[src/rtl/mult_pkg.sv]
// Shared types and default widths for the multiply/accumulate datapath.
package mult_pkg;

  localparam int DEF_PROD_W = 16;
  localparam int DEF_ACC_W  = 24;
  localparam int DEF_LEN_W  = 8;

  localparam logic [DEF_ACC_W-1:0] ACC_MAX = '1;

  typedef enum logic [1:0] {
    IDLE  = 2'd0,
    ACCUM = 2'd1,
    HOLD  = 2'd2
  } state_t;

endpackage

[src/rtl/product_accumulator_if.sv]
// Job control, product input stream and result output stream of product_accumulator.
interface product_accumulator_if
  import mult_pkg::*;
#(
  parameter int PROD_W = DEF_PROD_W,
  parameter int ACC_W  = DEF_ACC_W,
  parameter int LEN_W  = DEF_LEN_W
);

  logic              start;
  logic [LEN_W-1:0]  len;
  logic              in_valid;
  logic              in_ready;
  logic [PROD_W-1:0] in_product;
  logic              out_valid;
  logic              out_ready;
  logic [ACC_W-1:0]  out_sum;
  logic              overflow;
  logic              busy;

  modport master (
    output start, len, in_valid, in_product, out_ready,
    input  in_ready, out_valid, out_sum, overflow, busy
  );

  modport slave (
    input  start, len, in_valid, in_product, out_ready,
    output in_ready, out_valid, out_sum, overflow, busy
  );

endinterface

[src/rtl/acc_reg_sat.sv]
// ACC_W accumulator register with carry-out detect.
// Build option ACC_SATURATE_EN: clamp to all-ones on carry instead of wrapping.
module acc_reg_sat
  import mult_pkg::*;
#(
  parameter int PROD_W = DEF_PROD_W,
  parameter int ACC_W  = DEF_ACC_W
) (
  input  logic              clk,
  input  logic              rst,
  input  logic              clr,
  input  logic              add_en,
  input  logic [PROD_W-1:0] addend,
  output logic [ACC_W-1:0]  acc,
  output logic              carry
);

  logic [ACC_W:0] sum;

  assign sum   = {1'b0, acc} + {{(ACC_W + 1 - PROD_W){1'b0}}, addend};
  assign carry = sum[ACC_W];

  always_ff @(posedge clk) begin
    if (rst) begin
      acc <= '0;
    end else if (clr) begin
      acc <= '0;
    end else if (add_en) begin
`ifdef ACC_SATURATE_EN
      // once clamped, any further nonzero addend carries again, so acc stays at max
      if (carry) acc <= '1;
      else       acc <= sum[ACC_W-1:0];
`else
      acc <= sum[ACC_W-1:0];
`endif
    end
  end

endmodule

[src/rtl/product_accumulator.sv]
// Sums LEN unsigned products per job and presents the total on a valid/ready result port.
// Build option ACC_SATURATE_EN (in acc_reg_sat) selects saturating instead of wrapping sums.
module product_accumulator
  import mult_pkg::*;
#(
  parameter int PROD_W = DEF_PROD_W,
  parameter int ACC_W  = DEF_ACC_W,
  parameter int LEN_W  = DEF_LEN_W
) (
  input logic                  clk,
  input logic                  rst,
  product_accumulator_if.slave bus
);

  // state | meaning
  // IDLE  | waiting for start; len sampled here
  // ACCUM | accepting products until len have been taken
  // HOLD  | result presented until out_ready

  state_t           state, state_nxt;
  logic [LEN_W-1:0] len_q;
  logic [LEN_W-1:0] cnt;
  logic             ovf_q;
  logic             xfer;
  logic             last;
  logic             acc_clr;
  logic             carry;
  logic             in_ready_c;
  logic             out_valid_c;
  logic             busy_c;
  logic [ACC_W-1:0] acc;

  assign xfer = (state == ACCUM) && bus.in_valid;
  assign last = (cnt == (len_q - LEN_W'(1)));

  always_ff @(posedge clk) begin
    if (rst) state <= IDLE;
    else     state <= state_nxt;
  end

  always_comb begin
    state_nxt   = state;
    in_ready_c  = 1'b0;
    out_valid_c = 1'b0;
    busy_c      = 1'b1;
    acc_clr     = 1'b0;
    case (state)
      IDLE: begin
        busy_c = 1'b0;
        if (bus.start) begin
          acc_clr   = 1'b1;
          state_nxt = (bus.len != '0) ? ACCUM : HOLD;
        end
      end
      ACCUM: begin
        in_ready_c = 1'b1;
        if (bus.in_valid && last) state_nxt = HOLD;
      end
      HOLD: begin
        out_valid_c = 1'b1;
        if (bus.out_ready) state_nxt = IDLE;
      end
      default: state_nxt = IDLE;
    endcase
  end

  always_ff @(posedge clk) begin
    if (rst) begin
      len_q <= '0;
      cnt   <= '0;
      ovf_q <= 1'b0;
    end else if (acc_clr) begin
      len_q <= bus.len;
      cnt   <= '0;
      ovf_q <= 1'b0;
    end else if (xfer) begin
      cnt <= cnt + LEN_W'(1);
      if (carry) ovf_q <= 1'b1;
    end
  end

  acc_reg_sat #(
    .PROD_W (PROD_W),
    .ACC_W  (ACC_W)
  ) u_acc (
    .clk    (clk),
    .rst    (rst),
    .clr    (acc_clr),
    .add_en (xfer),
    .addend (bus.in_product),
    .acc    (acc),
    .carry  (carry)
  );

  assign bus.in_ready  = in_ready_c;
  assign bus.out_valid = out_valid_c;
  assign bus.busy      = busy_c;
  assign bus.out_sum   = acc;
  assign bus.overflow  = ovf_q;

endmodule

[src/flat_wrapper.sv]
// flat-port wrapper written by rule: the top's interface ports become plain ports
module product_accumulator_flat import mult_pkg::*;
#(
  parameter int PROD_W = DEF_PROD_W,
  parameter int ACC_W  = DEF_ACC_W,
  parameter int LEN_W  = DEF_LEN_W
)
  (clk, rst, bus_start, bus_len, bus_in_valid, bus_in_product, bus_out_ready, bus_in_ready, bus_out_valid, bus_out_sum, bus_overflow, bus_busy);
  product_accumulator_if #(.PROD_W(PROD_W), .ACC_W(ACC_W), .LEN_W(LEN_W)) bus_i ();
  input logic clk;
  input logic rst;
  input wire logic [$bits(bus_i.start)-1:0] bus_start;
  input wire logic [$bits(bus_i.len)-1:0] bus_len;
  input wire logic [$bits(bus_i.in_valid)-1:0] bus_in_valid;
  input wire logic [$bits(bus_i.in_product)-1:0] bus_in_product;
  input wire logic [$bits(bus_i.out_ready)-1:0] bus_out_ready;
  output wire logic [$bits(bus_i.in_ready)-1:0] bus_in_ready;
  output wire logic [$bits(bus_i.out_valid)-1:0] bus_out_valid;
  output wire logic [$bits(bus_i.out_sum)-1:0] bus_out_sum;
  output wire logic [$bits(bus_i.overflow)-1:0] bus_overflow;
  output wire logic [$bits(bus_i.busy)-1:0] bus_busy;
  assign bus_i.start = bus_start;
  assign bus_i.len = bus_len;
  assign bus_i.in_valid = bus_in_valid;
  assign bus_i.in_product = bus_in_product;
  assign bus_i.out_ready = bus_out_ready;
  assign bus_in_ready = bus_i.in_ready;
  assign bus_out_valid = bus_i.out_valid;
  assign bus_out_sum = bus_i.out_sum;
  assign bus_overflow = bus_i.overflow;
  assign bus_busy = bus_i.busy;
  product_accumulator #(.PROD_W(PROD_W), .ACC_W(ACC_W), .LEN_W(LEN_W)) u_core (.clk(clk), .rst(rst), .bus(bus_i));
endmodule
[config.mk]
export PLATFORM = sky130hd
export DESIGN_NAME = product_accumulator_flat
export DESIGN_NICKNAME = d
export VERILOG_FILES = /design/src/rtl/mult_pkg.sv /design/src/rtl/product_accumulator_if.sv /design/src/rtl/acc_reg_sat.sv /design/src/rtl/product_accumulator.sv /design/src/flat_wrapper.sv
export SDC_FILE = /design/constraint.sdc
export NUM_CORES = 1
export LEC_CHECK = 0
export CORE_MARGIN = 2
export CORE_UTILIZATION = 43
export CTS_CLUSTER_DIAMETER = 30
export DETAILED_ROUTE_END_ITERATION = 10
export PLACE_DENSITY = 0.69
export SYNTH_ARGS = -nofsm -noshare
export SYNTH_HDL_FRONTEND = slang
export SYNTH_SLANG_ARGS = --single-unit
[constraint.sdc]
create_clock -name clk -period 4.59 [get_ports clk]
set_input_delay 0.918 -clock clk [delete_from_list [all_inputs] [get_ports clk]]
set_output_delay 0.918 -clock clk [all_outputs]
set_load 0.03 [all_outputs]
==> flow_metrics.tcl, run 1 <==
set metrics [dict create \
    ctsResizeCount 0 \
    syn-num-nets 401 \
    r2r_start "u_core.u_acc.acc[0]$_SDFFE_PP0P_" \
    layout_min_cycle_time_ns 3.386 \
    async_flop_share_pct 0 \
    tns_ns 0 \
    crit_family "compound AO/OA/AOI/OAI gates" \
    pwr-share-clk_pct 34.4 \
    slowest_delay_ns 0.56 \
    max_cap_violations 0 \
    drt-initial-drc-count 117 \
    yosysTopAreaCell "dfxtp_1" \
    worstMarginPinSlew_ns 0.8542 \
    coreArea_mm2 0.006277 \
    post_cts_buffers 0 \
    setup_viol 0 \
    finClkSkew_ns 0.004537 \
    syn2layout_area_growth_pct 26.22 \
    switchingPower_uw 243.6 \
    htree_levels 2 \
    root_buffer "clkbuf_8" \
    yosys_warnings 0 \
    diodes 0 \
    slew_headroom_pct 42.84 \
    drcViolationCount 0 \
    outcome "completed" \
    grt_util_all_layers_pct 19.19 \
    ys.flop_type "dfxtp_1" \
    leakage_uw 0.001276 \
    vdd_ir_drop_max_uv 158.9 \
    clk_pin_slew_ns 0.08 \
    hold-path-cell-count 2 \
    routed_wl_mm 6.694 \
    first_pass_iters 4 \
    combPwrFrac_pct 20.2 \
    power_density_mw_per_mm2 250.2 \
    cts_tree "built" \
    hold_viol 0 \
    hold_end "u_core.u_acc.acc[4]$_SDFFE_PP0P_" \
    cp.required_ns 4.75 \
    synth_simple_gate_area_share_pct 23.99 \
    synthAdderAreaFrac_pct 8.921 \
    synth_cells 353 \
    muxShareOfSynthArea_pct 2.185 \
    ant_nets 0 \
    finalNetCount 449 \
    min_path_type "flop to flop" \
    critPathMaxFanout 9 \
    die_h_um 83.96 \
    synth_area_mm2 0.002749 \
    slew_viol_final 0 \
    hold_buffers 0 \
    r2r_slack_ns 1.87 \
    gp_congestion 0.8591 \
    dp_hpwl_mm 5.017 \
    postLayoutCellArea_mm2 0.003470 \
    critPathCaptureType "flop" \
    viasPerCell 5.570 \
    grt_max_degree 30 \
    place_ws_ns 0.9306 \
    yosysSeqAreaShare_pct 31.32 \
    ys_ff_latch 43 \
    vias 2668 \
    synth_top_family_by_area "simple AND/OR/NAND/NOR gates" \
    pin_count 57 \
    path_buf_inv 1 \
    yosys-top-cells-area "dfxtp_1 (31%), ha_1 (8.2%), a21oi_1 (7.5%)" \
    grt_pass1_vias 2407 \
    min_from "u_core.u_acc.acc[4]$_SDFFE_PP0P_" \
    clock_latency_ns 0.29 \
    cts.sinks 43 \
    synth.distinct_cells 44 \
    grt_first_pass_wirelength_mm 11.33 \
    wl_per_cell_um 13.97 \
    cts_buffer_depth 2 \
    synth-compound-area-share_pct 20.62 \
    rsz0062_at_grt "false" \
    seqPwrFrac_pct 45.4 \
    synth_edf_count 0 \
    dpl_cell_area_mm2 0.003357 \
    crit_slowest_cell "a31oi_1" \
    path_cells "clkdlybuf4s50_1, ha_1, fa_1, a21o_1, a221oi_2, o21ai_1, a31oi_1, or4_1, a21oi_1" \
    grt_remaining_overflow 0 \
    portBuffers 56 \
    cp-start-kind "primary input" \
    critPathKind "primary input to flop" \
    p_int_uw 624.3 \
    reg2regPathDepth 8 \
    whs_ns 0.4792 \
    fin_util_pct 55.27 \
    num_rows 29 \
    antenna_found_initial 0 \
    syn_avg_cell_area_um2 7.787 \
    synth-xor-area-share_pct 9.558 \
    dieWidth_um 83.96 \
    layout_setup_ws_ns 1.204 \
    drive_above_1_share_pct 4.229 \
    synth_top_area_share_pct 31.32 \
    period_share_pct 73.78 \
    numCtsBuffers 5 \
    die_area_mm2 0.007048 \
    r2r-end "u_core.u_acc.acc[18]$_SDFFE_PP0P_" \
    fmax_mhz 295.3 \
    start_util_pct 43.79 \
    worstPathArrival_ns 3.55 \
    p_sw_share_pct 28.07 \
]
-- power groups by stage --
stage	logic, uW	registers [uW]	clock network, uW
floorplan	108	408	0
global placement	174	402	0
detailed placement	176	403	0
CTS	176	394	312
global route	195	396	325
finish	176	394	298
-- cell usage in the layout, fill, tap and decap left out, drive strengths merged, types with 3 or more instances in the layout --
| cell type | count |
|---|---|
| o21ai | 26 |
| ha | 18 |
| a211oi | 4 |
| mux2i | 6 |
| inv | 8 |
| clkbuf | 5 |
| and2 | 3 |
| nor2 | 31 |
| nor3 | 4 |
| nor2b | 3 |
| or2 | 4 |
| nand3 | 12 |
| o211ai | 3 |
| xor2 | 12 |
| o31ai | 3 |
| dfxtp | 43 |
| xnor2 | 18 |
| nand4 | 9 |
| or4 | 7 |
| or3 | 6 |
| and3 | 4 |
| clkdlybuf4s50 | 56 |
| a21o | 4 |
| nand2 | 43 |
| a21oi | 41 |
| a31oi | 4 |
-- flip-flops by register name (all words and copies together), names as in the netlist --
register,cells
u_core.cnt,8
u_core.len_q,8
u_core.state,2
u_core.bus.overflow,1
u_core.u_acc.acc,24
-- cell type report --
cell class | count | area, um^2
clock buffer | 5 | 68.82
clock inverter | 3 | 43.79
fill | 611 | 2808
inverter | 8 | 30.03
multi-input combinational | 285 | 1794
sequential | 43 | 860.8
tap | 77 | 96.34
timing repair buffer | 58 | 575.6
-- through the flow --
stage          instances  total power, uW
4_1_cts              479            882.0
6_report             479            868.0
3_5_place_dp         471            578.4
5_1_grt              479            915.4
3_3_place_gp         471            576.3
2_1_floorplan        353            515.7
-- per-layer routing --
layer / part of all wire, % / vias up / track usage (%) / wire, um
li1: - / 1366 / - / -
met1: 48 / 1251 / 26.31 / 3186
met2: 48 / 44 / 31.85 / 3224
met3: 3.4 / 7 / 3.165 / 229
met4: 0.81 / 0 / 3.959 / 54
met5: 0 / - / 0 / 0
-- cells by family (layout without fill, tap and decap cells) --
kind of cell,count (synthesis),after routing
AOI/OAI and AO/OA,95,95
DFF,43,43
and+or+nand+nor,135,135
buffers and inverters,25,74
muxes,6,6
adders and majority gates,19,19
xor gates and xnor gates,30,30
-- worst max path at each step --
stage	start	cells after the start	to	slack (ns)
final	bus_in_product[0]	9	u_core.u_acc.acc[18]$_SDFFE_PP0P_	1.20
after floorplan	bus_in_product[0]	8	u_core.bus.overflow$_SDFFE_PP0P_	1.70
after CTS	bus_in_product[0]	9	u_core.u_acc.acc[18]$_SDFFE_PP0P_	1.23
after global routing	bus_in_product[0]	9	u_core.u_acc.acc[20]$_SDFFE_PP0P_	0.98
after detailed placement	bus_in_product[0]	9	u_core.u_acc.acc[18]$_SDFFE_PP0P_	0.93
after global placement	bus_in_product[0]	9	u_core.u_acc.acc[20]$_SDFFE_PP0P_	1.0
-- worst register-to-register path, stage by stage (launching register included) --
cell and delay [ns]:
dfxtp_1 0.34, ha_1 0.24, fa_1 0.42, a21o_1 0.20
a221oi_2 0.39, o21ai_1 0.19, a31oi_1 0.56, or4_1 0.20
a21oi_1 0.06
-- synth_stat cells, types with 4 or more instances --
library cell / n
a21o_1: 4
a21oi_1: 41
a31oi_1: 4
clkbuf_1: 15
dfxtp_1: 43
ha_1: 18
inv_1: 8
mux2i_1: 6
nand2_1: 43
nand3_1: 12
nand4_1: 9
nor2_1: 31
nor3_1: 4
o21ai_0: 25
or2_2: 4
or3_1: 6
or4_1: 7
xnor2_1: 18
xor2_1: 12
Note: power is estimated with default switching activity, not from simulation.
==> run 2: changes to the inputs <==
clock period = 3.3 ns   (was 4.59 ns; I/O delays follow)
==> flow_metrics.tcl, run 2 (synthesis results as in run 1) <==
set metrics [dict create \
    outcome "completed" \
    cts_tree "built" \
    num_rows 29 \
    worstPathArrival_ns 3.04 \
    largest_register "u_core.u_acc.acc" \
    power_density_mw_per_mm2 323.7 \
    largest_reg_flops 24 \
    cp-start-kind "primary input" \
    grt_first_pass_wirelength_mm 11.47 \
    pin_count 57 \
    hold-path-cell-count 2 \
    place_ws_ns 0.1692 \
    ctsResizeCount 0 \
    rsz0062_at_grt "false" \
    top_regs "u_core.u_acc.acc: 24 flops, u_core.cnt: 8 flops, u_core.len_q: 8 flops" \
    hold_viol 0 \
    dieWidth_um 83.96 \
    grt_util_met3_pct 2.868 \
    layout_setup_ws_ns 0.4431 \
    htree_levels 2 \
    dp_hpwl_mm 5.159 \
    min_path_type "flop to flop" \
    syn2layout_area_growth_pct 25.99 \
    layout_min_cycle_time_ns 2.857 \
    vias 2739 \
    worstMarginPinSlew_ns 0.5620 \
    reg2regPathDepth 9 \
    r2r_start "u_core.u_acc.acc[0]$_SDFFE_PP0P_" \
    whs_ns 0.4763 \
    cts_buffer_depth 2 \
    critPathMaxFanout 9 \
    cp.required_ns 3.48 \
    start_util_pct 43.79 \
    grt-busiest-layer "met2" \
    post_cts_buffers 0 \
    final_cell_mix "clkdlybuf4s50_1 (56), nand2_1 (43), dfxtp_1 (43), a21oi_1 (41), nor2_1 (31)" \
    gp_congestion 0.8381 \
    vdd_ir_drop_max_uv 167.6 \
    cts.sinks 43 \
    root_buffer "clkbuf_8" \
    diodes 0 \
    tns_ns 0 \
    grt_pass1_vias 2472 \
    antenna_found_initial 0 \
    fill_cells 582 \
    slew_headroom_pct 62.19 \
    use_met1_pct 26.08 \
    min_from "u_core.u_acc.acc[4]$_SDFFE_PP0P_" \
    first_pass_iters 4 \
    die_h_um 83.96 \
    finClkSkew_ns 0.007986 \
    crit_start "bus_in_product[0]" \
    ant_nets 0 \
    fin_util_pct 55.17 \
    drive_above_1_share_pct 4.703 \
    clock_latency_ns 0.30 \
    numCtsBuffers 5 \
    slew_viol_final 0 \
    viasPerCell 5.694 \
    drt-initial-drc-count 234 \
    grt_util_all_layers_pct 19.42 \
    wl_per_cell_um 14.32 \
    grt_remaining_overflow 0 \
    max_cap_violations 0 \
    critPathCaptureType "flop" \
    register_area_um2 860.8 \
    die_area_mm2 0.007048 \
    hold_buffers 0 \
    period_share_pct 86.57 \
    final_common_cell "clkdlybuf4s50_1" \
    portBuffers 56 \
    coreArea_mm2 0.006277 \
    finalNetCount 453 \
    clk_pin_slew_ns 0.08 \
    grt_max_degree 23 \
    fmax_mhz 350.0 \
    setup_viol 0 \
    multi_input_area_mm2 0.001794 \
    routed_wl_mm 6.886 \
    leakage_uw 0.001272 \
    drcViolationCount 0 \
    critPathKind "primary input to flop" \
    met2_usage_pct 32.51 \
]
## run 2: cell count changes in the layout (fill, tap and decap cells not counted)
cell / previous run / this run
clkinv_4: 1 / 0
buf_4: 2 / 6
clkinvlp_4: 0 / 1
bufinv_16: 1 / 0
clkinv_2: 1 / 0
## run 2: cell type report
cell class,instances,share of cell area (%)
clock buffer,5,1.987
clock inverter,1,0.2168
inverter,8,0.8671
multi-input combinational,285,51.81
sequential,43,24.86
tap,77,2.782
timing repair buffer,62,17.49
## run 2: path summary, 6_finish.rpt
check | endpoint | slack (ns)
setup / recovery | u_core.u_acc.acc[20]$_SDFFE_PP0P_ | 0.44
hold / removal | u_core.u_acc.acc[4]$_SDFFE_PP0P_ | 0.48
setup reg to reg | u_core.u_acc.acc[20]$_SDFFE_PP0P_ | 0.86
hold reg to reg | u_core.u_acc.acc[4]$_SDFFE_PP0P_ | 0.48
## run 2: critical path: stages
cell	delay, ns
clkdlybuf4s50_1	0.40
ha_1	0.22
fa_1	0.43
a21o_1	0.21
a221oi_2	0.41
o21ai_1	0.19
a31oi_1	0.19
buf_4	0.17
or3_1	0.11
a21oi_1	0.06
## run 2: routing by layer
layer | part of all wire, % | vias up | wire (um)
li1 | - | 1370 | -
met1 | 48 | 1287 | 3272
met2 | 47 | 71 | 3261
met3 | 3.9 | 11 | 267
met4 | 1.2 | 0 | 84
met5 | 0 | - | 0
## run 2: report_power, final
group / internal [uW] / total (uW) / leakage [uW] / switching (uW)
combinational: 114 / 252 / 0.000887 / 138
clock: 141 / 321 / 0.0000361 / 181
sequential: 532 / 548 / 0.000349 / 15.4
## run 2: metrics by stage
step / cell area (um^2) / total power (uW) / cells
after global routing: 3463 / 1179 / 481
after global placement: 3387 / 806.3 / 475
after CTS: 3463 / 1129 / 481
after floorplan: 2749 / 717.3 / 353
final: 3463 / 1121 / 481
after detailed placement: 3387 / 810.1 / 475
